--- src/rtl/ram_ctrl_pkg.sv ---
// Shared types and constants for the RAM read-side controller.
package ram_ctrl_pkg;

    typedef enum logic [1:0] {
        IDLE  = 2'd0,
        ISSUE = 2'd1,
        WAIT  = 2'd2
    } rd_state_t;

    localparam int RD_LAT_MAX = 4;
    localparam int RD_CNT_W   = 3;

    // An out-of-range latency is a configuration error; clamping keeps the
    // counter load in range so the FSM can never stall in WAIT.
    function automatic int clamp_rd_lat(input int lat);
        if (lat < 1) begin
            return 1;
        end
        if (lat > RD_LAT_MAX) begin
            return RD_LAT_MAX;
        end
        return lat;
    endfunction

endpackage

--- src/rtl/ram_read_ctrl.sv ---
// Read controller for two RAM banks: latch request, pulse one bank enable, wait RD_LAT, return word.
// Optional strobe-while-busy sticky flag: define RAM_READ_CTRL_OVERRUN_EN.
module ram_read_ctrl
    import ram_ctrl_pkg::*;
#(
    parameter int ADDR_W = 8,
    parameter int DATA_W = 8,
    parameter int RD_LAT = 1
) (
    input  logic              clk,
    input  logic              rst_n,
    input  logic              read_strobe,
    input  logic              ram_sel,
    input  logic [ADDR_W-1:0] addr,
    output logic [ADDR_W-1:0] ram_addr,
    output logic              ram_rd_en_1,
    output logic              ram_rd_en_2,
    input  logic [DATA_W-1:0] ram_dout_1,
    input  logic [DATA_W-1:0] ram_dout_2,
    output logic [DATA_W-1:0] rd_data,
    output logic              rd_valid,
`ifdef RAM_READ_CTRL_OVERRUN_EN
    input  logic              overrun_clr,
    output logic              overrun,
`endif
    output logic              busy
);

    localparam logic [RD_CNT_W-1:0] RD_LAT_LD = RD_CNT_W'(clamp_rd_lat(RD_LAT));

    rd_state_t             state_reg, state_next;
    logic [ADDR_W-1:0]     addr_reg, addr_next;
    logic                  sel_reg, sel_next;
    logic [RD_CNT_W-1:0]   cnt_reg, cnt_next;
    logic [1:0]            rd_en_reg, rd_en_next;
    logic [DATA_W-1:0]     rd_data_reg, rd_data_next;
    logic                  rd_valid_reg, rd_valid_next;
    logic                  busy_reg, busy_next;

    logic                  accept;
    logic [1:0]            bank_hit;
    logic [DATA_W-1:0]     bank_dout [2];

    assign accept       = (state_reg == IDLE) && read_strobe;
    assign bank_dout[0] = ram_dout_1;
    assign bank_dout[1] = ram_dout_2;

    // Enable for bank gi is raised only when the accepted request selects it.
    genvar gi;
    generate
        for (gi = 0; gi < 2; gi++) begin : g_bank
            assign bank_hit[gi] = accept && (int'(ram_sel) == gi);
        end
    endgenerate

    always_comb begin
        state_next    = state_reg;
        addr_next     = addr_reg;
        sel_next      = sel_reg;
        cnt_next      = cnt_reg;
        rd_en_next    = 2'b00;
        rd_data_next  = rd_data_reg;
        rd_valid_next = 1'b0;

        case (state_reg)
            IDLE: begin
                if (read_strobe) begin
                    addr_next  = addr;
                    sel_next   = ram_sel;
                    rd_en_next = bank_hit;
                    state_next = ISSUE;
                end
            end
            ISSUE: begin
                cnt_next   = RD_LAT_LD;
                state_next = WAIT;
            end
            WAIT: begin
                cnt_next = cnt_reg - 1'b1;
                if (cnt_reg <= RD_CNT_W'(1)) begin
                    cnt_next      = '0;
                    rd_data_next  = bank_dout[sel_reg];
                    rd_valid_next = 1'b1;
                    state_next    = IDLE;
                end
            end
            default: begin
                state_next = IDLE;
            end
        endcase

        busy_next = (state_next != IDLE);
    end

    always_ff @(posedge clk or negedge rst_n) begin
        if (!rst_n) begin
            state_reg    <= IDLE;
            addr_reg     <= '0;
            sel_reg      <= 1'b0;
            cnt_reg      <= '0;
            rd_en_reg    <= 2'b00;
            rd_data_reg  <= '0;
            rd_valid_reg <= 1'b0;
            busy_reg     <= 1'b0;
        end else begin
            state_reg    <= state_next;
            addr_reg     <= addr_next;
            sel_reg      <= sel_next;
            cnt_reg      <= cnt_next;
            rd_en_reg    <= rd_en_next;
            rd_data_reg  <= rd_data_next;
            rd_valid_reg <= rd_valid_next;
            busy_reg     <= busy_next;
        end
    end

`ifdef RAM_READ_CTRL_OVERRUN_EN
    logic overrun_reg;

    // Set has priority so a collision in the clearing cycle is not lost.
    always_ff @(posedge clk or negedge rst_n) begin
        if (!rst_n) begin
            overrun_reg <= 1'b0;
        end else if (read_strobe && busy_reg) begin
            overrun_reg <= 1'b1;
        end else if (overrun_clr) begin
            overrun_reg <= 1'b0;
        end
    end

    assign overrun = overrun_reg;
`endif

    assign ram_addr    = addr_reg;
    assign ram_rd_en_1 = rd_en_reg[0];
    assign ram_rd_en_2 = rd_en_reg[1];
    assign rd_data     = rd_data_reg;
    assign rd_valid    = rd_valid_reg;
    assign busy        = busy_reg;

endmodule

--- config.mk ---
export PLATFORM = sky130hd
export DESIGN_NAME = ram_read_ctrl
export DESIGN_NICKNAME = d
export VERILOG_FILES = /design/src/rtl/ram_ctrl_pkg.sv /design/src/rtl/ram_read_ctrl.sv
export SDC_FILE = /design/constraint.sdc
export NUM_CORES = 1
export LEC_CHECK = 0
export ABC_AREA = 1
export CAP_MARGIN = 10
export CORE_UTILIZATION = 42
export CTS_CLUSTER_DIAMETER = 200
export DETAILED_ROUTE_END_ITERATION = 16
export GPL_ROUTABILITY_DRIVEN = 0
export MAX_ROUTING_LAYER = met4
export PLACE_DENSITY = 0.78
export SYNTH_ARGS = -nofsm -noshare
export SYNTH_HDL_FRONTEND = slang
export SYNTH_SLANG_ARGS = --single-unit
--- constraint.sdc ---
create_clock -name clk -period 1.8 [get_ports clk]
set_input_delay 0.36 -clock clk [delete_from_list [all_inputs] [get_ports clk]]
set_output_delay 0.36 -clock clk [all_outputs]
set_load 0.01 [all_outputs]
==> results.cfg, run 1 <==
[routing]
routed_wl_um = 2400
post-route-drc-count = 0
drt-wirelength-per-cell_um = 12.8
vias = 923
drtIter0Drc = 9
post_drt_via_cell_ratio = 4.91
drt_pass1_iterations = 4
ant_nets = 0

[clock_network]
insertion_delay_ps = 330
path_clk_slew_ps = 140
post-cts-setup-buffer-count = 0
hold_buffers = 0
cts_resized = 0
clk_path_buf_depth = 2
cts_buffers = 3
cts_tree = done
cts_sinks = 26
root_buffer = clkbuf_4
cts_htree_levels = 1

[cells_and_area]
n_fill_cell = 224
syn2layout_area_growth_pct = 44.3
layout-drive-gt1-share_pct = 11.5
ff_latch_area_um2 = 651
fin_nets = 192
stdcell_count = 188
multi_input_area_um2 = 495
final_cell_area_um2 = 1760
diodes = 0

[pwr]
ir_drop_mv = 0.987
p_sw_uw = 899
p_sw_share_pct = 33.9
intPower_mw = 1.75
power_frac_comb_pct = 47.4
p_clk_share_pct = 15.1
power.density_nw_per_um2 = 1510
seqPwrFrac_pct = 37.6
p_leak_nw = 0.785

[global_route]
grt_pass1_vias = 965
grt_usage_pct = 17.7
grt_pass1_wl_um = 4280
grt_max_degree = 27
antenna_found_initial = 0
gr-total-overflow = 0

[timing]
hold_viol = 0
setup_viol = 0
tns_ps = 0
max_slew_margin_pct = 70.1
fin_crit_ps = 1620
skew_ps = 12.8
rsz0062_at_grt = no
clock.fmax_mhz = 618
finalCritPeriodShare_pct = 89.9
worst_pin_slew_ps = 448
slew_violations = 0
hold_slack_ps = 372

[placed_design]
place_hpwl_um = 1910
placed_area_um2 = 1700
place_inst = 184
portBuffers = 47

[outcome]
outcome = finished clean

[logic_synthesis]
synth_cells = 108
yosys-top-cells-area = dfrtp_1 (53%), mux2_2 (7.4%), mux2i_1 (6.6%)
synth_seq_cells = 26
synth_edf_count = 0
ys_seq_area_share_pct = 53.4
syn_avg_cell_area_um2 = 11.3
netlist_area_um2 = 1220
netlist.area_leader.share_pct = 53.4
synth_top_cell_by_area = dfrtp_1
synthFlopType = dfrtp_1
ys_warn_count = 0
ys_types = 20
synthArstFlopShare_pct = 100
syn_nets = 142

[floorplanning]
die_h_um = 55.8
coreArea_um2 = 2760
start_util_pct = 44.1
dieArea_um2 = 3120
dieWidth_um = 55.8
pin_count = 48
row_count = 19

[setup_path]
slowest_stage = clkdlybuf4s50_1
critPathMaxFanout = 2
worst_setup_path_end_kind = primary output
critPathTopFamily = buffers and inverters
worstPathBufferInverterCount = 1
arrival_ps = 1260
crit_type = flip-flop to primary output
worstPathRequired_ps = 1440
worstPathCellList = clkdlybuf4s50_1
rrSetupSlack_ps = 230
cp-start-kind = flip-flop
slowest_delay_ps = 550

[min_path]
hp-class = input port to async pin

[run]
maxCapViolations = 0
==> logic make-up after synthesis <==
| family | Yosys count | share of synthesized area (%) |
|---|---|---|
| compound gates | 15 | 7.71 |
| simple gates | 30 | 12.1 |
| mux | 16 | 14.0 |
| buf+inv | 14 | 5.86 |
| xor+xnor | 1 | 0.720 |
| flops | 26 | 53.4 |
| fa+ha+maj | 6 | 6.17 |
==> final cells by class <==
class                           instances  area share [%]
Tap cell                               31            2.21
Clock inverter                          1            1.71
Timing Repair Buffer                   48            27.2
Sequential cell                        26            37.0
Multi-Input combinational cell         68            28.2
Clock buffer                            3            1.28
Inverter                               11            2.35
==> power by group through the flow <==
stage,registers (mW),logic (mW),clock network [mW]
2_1_floorplan,1.06,0.657,0
3_5_place_dp,1.02,1.27,0
3_3_place_gp,1.00,1.22,0
4_1_cts,1.00,1.28,0.409
5_1_grt,1.03,1.39,0.433
6_report,0.997,1.26,0.399
==> metal layers <==
metal | track usage, % | vias to the layer above | share of wire [%]
met3 | 5.58 | 5 | 9.2
met2 | 31.2 | 42 | 50
met4 | 5.92 | 0 | 1.1
li1 | - | 452 | -
met1 | 18.9 | 424 | 40
met5 | - | - | 0
==> layout by cell type (no fill, tap or decap) <==
| cell | netlist | final |
|---|---|---|
| nor2_8 | 1 | 1 |
| mux2_2 | 8 | 8 |
| buf_4 | 0 | 1 |
| nor2_1 | 12 | 12 |
| ha_1 | 6 | 6 |
| mux2i_1 | 8 | 8 |
| bufinv_16 | 0 | 1 |
| dfrtp_1 | 26 | 26 |
| xor2_1 | 1 | 1 |
| clkdlybuf4s50_1 | 0 | 47 |
| a21oi_1 | 8 | 8 |
| a31oi_1 | 1 | 1 |
| nand4_1 | 2 | 2 |
| nand3_1 | 3 | 3 |
| nor2_2 | 1 | 1 |
| clkbuf_4 | 0 | 3 |
| nand2_1 | 10 | 10 |
| o21ai_0 | 4 | 4 |
| o21bai_4 | 1 | 1 |
| inv_1 | 11 | 11 |
| a21oi_2 | 1 | 1 |
| nand2_4 | 1 | 1 |
==> worst paths after layout <==
kind                                          from                 endpoint  cells after the start
setup reg to reg            state_reg[0]$_DFF_PN0_  ram_addr[4]$_DFFE_PN0P_                      4
max in group asynchronous                    rst_n   state_reg[0]$_DFF_PN0_                      2
hold reg to reg            ram_addr[7]$_DFFE_PN0P_  ram_addr[7]$_DFFE_PN0P_                      1
setup / recovery           ram_addr[6]$_DFFE_PN0P_              ram_addr[6]                      1
hold / removal                               rst_n   rd_data[4]$_DFFE_PN0P_                      2
min in group clk           ram_addr[7]$_DFFE_PN0P_  ram_addr[7]$_DFFE_PN0P_                      1
==> cells in the mapped netlist (2+ instances only) <==
| cell type | n |
|---|---|
| a21oi_1 | 8 |
| buf_2 | 2 |
| dfrtp_1 | 26 |
| ha_1 | 6 |
| inv_1 | 11 |
| mux2_2 | 8 |
| mux2i_1 | 8 |
| nand2_1 | 10 |
| nand3_1 | 3 |
| nand4_1 | 2 |
| nor2_1 | 12 |
| o21ai_0 | 4 |
==> metrics by stage <==
step	power (mW)	util [%]	setup slack (ps)
after global placement	2.22	61.8	164
after detailed placement	2.29	61.8	129
after floorplan	1.72	-	387
after CTS	2.69	63.7	172
final	2.65	63.7	181
after global routing	2.85	63.7	103
No activity file was read; power rests on OpenSTA's default activity.
==> inputs of run 2 (changes only) <==
- CORE_ASPECT_RATIO: default -> 1.5
- CORE_UTILIZATION: 42 -> 38
- MAX_ROUTING_LAYER: met4 -> default
- PLACE_DENSITY: 0.78 -> 0.74
- clock period: 1.8 -> 1.4 ns (I/O delays scaled with it)
==> run 2 against run 1 <==
Combinational power up 31%. Clock-buffer cell count stayed put. Sequential power up 26%. Die area is 10% higher. Cell area is 6.6% higher. Worst setup slack lost 110 ps. Global-route usage decreased by 1.0 points. Hold slack gained 6.7 ps. Flip-flop and latch count is the same. Clock power grew 50%. Power is 32% higher. Largest cell class unchanged.
==> results.cfg, run 2 (synthesis gave the netlist of run 1 again) <==
[clock_network]
clk_path_buf_depth = 2
insertion_delay_ps = 260
path_clk_slew_ps = 80
cts_sinks = 26
root_buffer = clkbuf_8
cts_htree_levels = 1
cts_buffers = 3
hold_buffers = 0
cts_tree = done

[setup_path]
r2r-start = cnt_reg[0]$_DFFE_PN0P_
rrSetupSlack_ps = 70
worstPathBufferInverterCount = 0
arrival_ps = 1470
slowest_delay_ps = 460
reg2reg_depth = 6
worstPathRequired_ps = 1540
worst_setup_path_end_kind = flip-flop
r2r_end = rd_data[2]$_DFFE_PN0P_
worstPathCellList = ha_4 > o21bai_4 > nand2_4 > nor2_8 > nor2_1 > a21oi_1
crit_type = flip-flop to flip-flop
cp-start-kind = flip-flop
critPathMaxFanout = 6
critPathTopFamily = flip-flops
slowest_stage = dfrtp_2

[global_route]
grt_pass1_wl_um = 4150
grt_pass1_vias = 991
use_met1_pct = 17.4
globalRoute.busiestLayer = met2
grt_util_met3_pct = 3.02
grt_usage_pct = 16.7
met2_usage_pct = 29.9
antenna_found_initial = 0
grt_max_degree = 27
gr-total-overflow = 0

[pwr]
p_clk_share_pct = 17.1
intPower_mw = 2.29
p_leak_nw = 0.875
power_frac_comb_pct = 46.9
ir_drop_mv = 1.11
p_sw_share_pct = 34.8
p_sw_mw = 1.22
seqPwrFrac_pct = 36.0
power.density_nw_per_um2 = 1880

[timing]
fin_ws_ps = 71.4
hold_viol = 0
finalCritPeriodShare_pct = 94.9
max_slew_margin_pct = 69.5
fin_crit_ps = 1330
rsz0062_at_grt = no
hold_slack_ps = 379
skew_ps = 1.89
slew_violations = 0
clock.fmax_mhz = 753
setup_viol = 0
worst_pin_slew_ps = 458

[cells_and_area]
final_cell_mix = clkdlybuf4s50_1 (27), dfrtp_1 (25), dlygate4sd2_1 (20)
diodes = 0
final_common_cell = clkdlybuf4s50_1
layout-drive-gt1-share_pct = 20.2
n_fill_cell = 238
fin_nets = 203
syn2layout_area_growth_pct = 53.8

[placed_design]
place_hpwl_um = 1980
portBuffers = 47
place_ws_ps = -141

[routing]
drtIter0Drc = 11
post-route-drc-count = 0
vias = 989
routed_wl_um = 2620
post_drt_via_cell_ratio = 4.78
drt-wirelength-per-cell_um = 12.7
ant_nets = 0
drt_pass1_iterations = 4

[floorplanning]
row_count = 24
coreArea_um2 = 2970
die_h_um = 71.3
dieArea_um2 = 3440
pin_count = 48
dieWidth_um = 48.2
start_util_pct = 41.0

[min_path]
hp-class = input port to async pin

[outcome]
outcome = finished clean

[run]
maxCapViolations = 0
==> run 2: changes by cell type in the layout (fill, tap and decap cells not counted), sizes merged <==
| cell | previous run | this run |
|---|---|---|
| buf | 1 | 10 |
| clkdlybuf4s50 | 47 | 27 |
| dlygate4sd2 | 0 | 20 |
| nor2 | 14 | 16 |
==> run 2: how the worst max path moves through the flow <==
stage	from	to	slack [ps]	depth (start not counted)
floorplan	state_reg[0]$_DFF_PN0_	ram_addr[2]$_DFFE_PN0P_	30	5
global placement	read_strobe	ram_addr[4]$_DFFE_PN0P_	-100	3
detailed placement	read_strobe	ram_addr[7]$_DFFE_PN0P_	-140	3
CTS	cnt_reg[1]$_DFFE_PN0P_	rd_data[2]$_DFFE_PN0P_	20	6
global route	state_reg[0]$_DFF_PN0_	sel_reg$_DFFE_PN0P_	9	6
finish	cnt_reg[0]$_DFFE_PN0P_	rd_data[2]$_DFFE_PN0P_	70	6
==> run 2: cell type report <==
cell class,instances,area [um^2],share of cell area (%)
clock buffer,3,41.3,2.21
clock inverter,1,30.0,1.60
inverter,11,41.3,2.21
multi-input combinational,70,538,28.7
sequential,26,652,34.8
tap,39,48.8,2.61
timing repair buffer,57,520,27.8
==> run 2: power groups by stage <==
| stage | Clock [mW] | Sequential, mW | Combinational (mW) |
|---|---|---|---|
| 2_1_floorplan | 0 | 1.36 | 0.851 |
| 3_3_place_gp | 0 | 1.28 | 1.66 |
| 3_5_place_dp | 0 | 1.29 | 1.71 |
| 4_1_cts | 0.624 | 1.26 | 1.60 |
| 5_1_grt | 0.649 | 1.31 | 1.81 |
| 6_report | 0.599 | 1.26 | 1.65 |
==> run 2: layer usage <==
layer	up-vias	wire length [um]
met2	40	1490
met1	462	934
met3	8	129
met4	0	69
li1	479	-
met5	-	0
==> run 2: metrics by stage <==
stage	cell area (um^2)	power, mW	util, %	TNS [ps]	instances
floorplan	1220	2.21	-	0	108
global placement	1760	2.94	59.2	-848	198
detailed placement	1760	3.00	59.2	-1210	198
CTS	1830	3.48	61.4	0	204
global route	1870	3.77	63.0	0	207
finish	1870	3.51	63.0	0	207
==> run 2: repair_timing <==
action	4_1_cts	5_1_grt
gates cloned	1	1
buffers inserted	1	2
hold endpoints to repair	0	0
pin swaps	0	2
setup endpoints to repair	33	18
resized for setup	21	6
==> run 2: worst reg2reg max path: cells and delay by family (launching register included) <==
family,cells,cell delay (ps)
adder cells (fa/ha/maj),1,180
AO/OA/AOI/OAI,2,240
flip-flops,1,460
AND/OR/NAND/NOR,3,330
==> inputs of run 3 (changes only) <==
- clock period: 1.4 -> 1.2 ns (I/O delays scaled with it)
==> run 3 against run 2 <==
Largest power group unchanged. Critical path type unchanged. Critical endpoint is now rd_data[4]$_DFFE_PN0P_. Sequential power grew 19%. Cell area grew 7.8%. Flip-flop and latch count is the same. Power grew 26%. Via count grew 0.71%. Combinational power grew 44%. Routed wire length grew 8.3%. Worst setup slack lost 180 ps. Die area is the same. Hold slack lost 45 ps. First-iteration DRC count is the same. The run now ends with negative setup slack left. Highest routed layer unchanged.
==> results.cfg, run 3 (synthesis gave the netlist of run 1 again) <==
[cells_and_area]
syn2layout_area_growth_pct = 65.8
final_common_cell = clkdlybuf4s50_1
final_cell_mix = clkdlybuf4s50_1 (26), dfrtp_1 (25), dlygate4sd2_1 (18)
diodes = 0
layout-drive-gt1-share_pct = 29.3
fin_nets = 209
n_fill_cell = 232
stdcell_count = 213

[min_path]
hp-class = input port to async pin

[routing]
vias = 996
routed_wl_um = 2840
drt-wirelength-per-cell_um = 13.3
drtIter0Drc = 11
post_drt_via_cell_ratio = 4.68
drt_pass1_iterations = 4
ant_nets = 0
post-route-drc-count = 0

[clock_network]
cts_buffers = 3
cts_htree_levels = 1
cts_sinks = 26
root_buffer = clkbuf_8
path_clk_slew_ps = 90
cts_tree = done
insertion_delay_ps = 260
clk_path_buf_depth = 2

[timing]
slew_violations = 0
skew_ps = 2.47
rsz0062_at_grt = yes
fin_crit_ps = 1310
max_slew_margin_pct = 70.1
clock.fmax_mhz = 763
fin_ws_ps = -110
hold_viol = 0
setup_viol = 17
worst_pin_slew_ps = 448
finalCritPeriodShare_pct = 109

[floorplanning]
dieArea_um2 = 3440
row_count = 24
start_util_pct = 41.0
die_h_um = 71.3
dieWidth_um = 48.2
pin_count = 48
coreArea_um2 = 2970

[pwr]
power.total_mw = 4.42
power.density_nw_per_um2 = 2190
ir_drop_mv = 2.14
p_leak_nw = 0.935

[global_route]
gr-total-overflow = 0
grt_pass1_wl_um = 4390
grt_max_degree = 27
antenna_found_initial = 0
grt_usage_pct = 17.3
grt_pass1_vias = 1014

[placed_design]
place_inst = 202
portBuffers = 47
place_hpwl_um = 2040

[run]
maxCapViolations = 0

[setup_path]
worstPathRequired_ps = 1350
arrival_ps = 1460
worst_setup_path_end_kind = flip-flop
critPathMaxFanout = 5
crit_type = flip-flop to flip-flop
cp-start-kind = flip-flop

[outcome]
violations = negative setup slack
outcome = complete, but fails checks
run 3: changes by cell type in the layout (fill, tap and decap cells not counted), moves of 4 or more:
cell | before | now
mux2_4 | 0 | 6
a21oi_2 | 1 | 6
a21oi_1 | 8 | 3
buf_6 | 0 | 4
mux2_2 | 8 | 2
run 3: layout make-up:
cell class	instances	area (um^2)	area share, %
Multi-Input combinational cell	70	623	30.9
Tap cell	39	48.8	2.42
Inverter	11	43.8	2.17
Sequential cell	26	652	32.3
Timing Repair Buffer	63	596	29.5
Clock buffer	4	55.1	2.73
run 3: metrics by stage:
step	cell area (um^2)	util (%)	hold slack [ps]	setup slack [ps]	setup TNS, ps
global route	2020	67.9	350	-157	-1970
finish	2020	67.9	334	-110	-778
detailed placement	1860	62.6	498	-192	-3430
floorplan	1280	-	-55.6	-98.5	-896
global placement	1860	62.6	492	-157	-2380
CTS	2000	67.2	340	-117	-837
run 3: where the power goes:
part | switching [mW] | internal [mW]
sequential | 0.252 | 1.24
combinational | 1.08 | 1.30
clock | 0.251 | 0.292
run 3: worst paths after layout:
path	startpoint	end	slack, ps	depth (start not counted)
setup / recovery	cnt_reg[0]$_DFFE_PN0P_	rd_data[4]$_DFFE_PN0P_	-110	7
hold / removal	rst_n	rd_data[4]$_DFFE_PN0P_	330	2
setup reg to reg	cnt_reg[0]$_DFFE_PN0P_	rd_data[4]$_DFFE_PN0P_	-110	7
hold reg to reg	ram_addr[2]$_DFFE_PN0P_	ram_addr[2]$_DFFE_PN0P_	510	1
max in group asynchronous	rst_n	cnt_reg[0]$_DFFE_PN0P_	710	2
min in group clk	ram_addr[2]$_DFFE_PN0P_	ram_addr[2]$_DFFE_PN0P_	510	1
run 3: repair_timing:
item                       4_1_cts  5_1_grt
hold buffers                     0        0
setup endpoints to repair       41       28
gates resized for setup         37        7
buffers inserted                 4        1
gates cloned                     2        0
pin swaps                        6        1
run 3: per-layer routing:
metal	routed length [um]	up-vias	GRT usage, %
li1	-	493	-
met3	154	2	1.51
met4	20	0	2.78
met5	0	-	0
met1	1120	466	19.6
met2	1550	35	32.9
run 3: worst max-delay path: stages, from the launching register on:
cell	delay (ps)
dfrtp_2	440
ha_4	170
o21bai_4	170
nand2_4	130
nor2_4	50
buf_6	130
nor2_4	70
a21oi_2	30
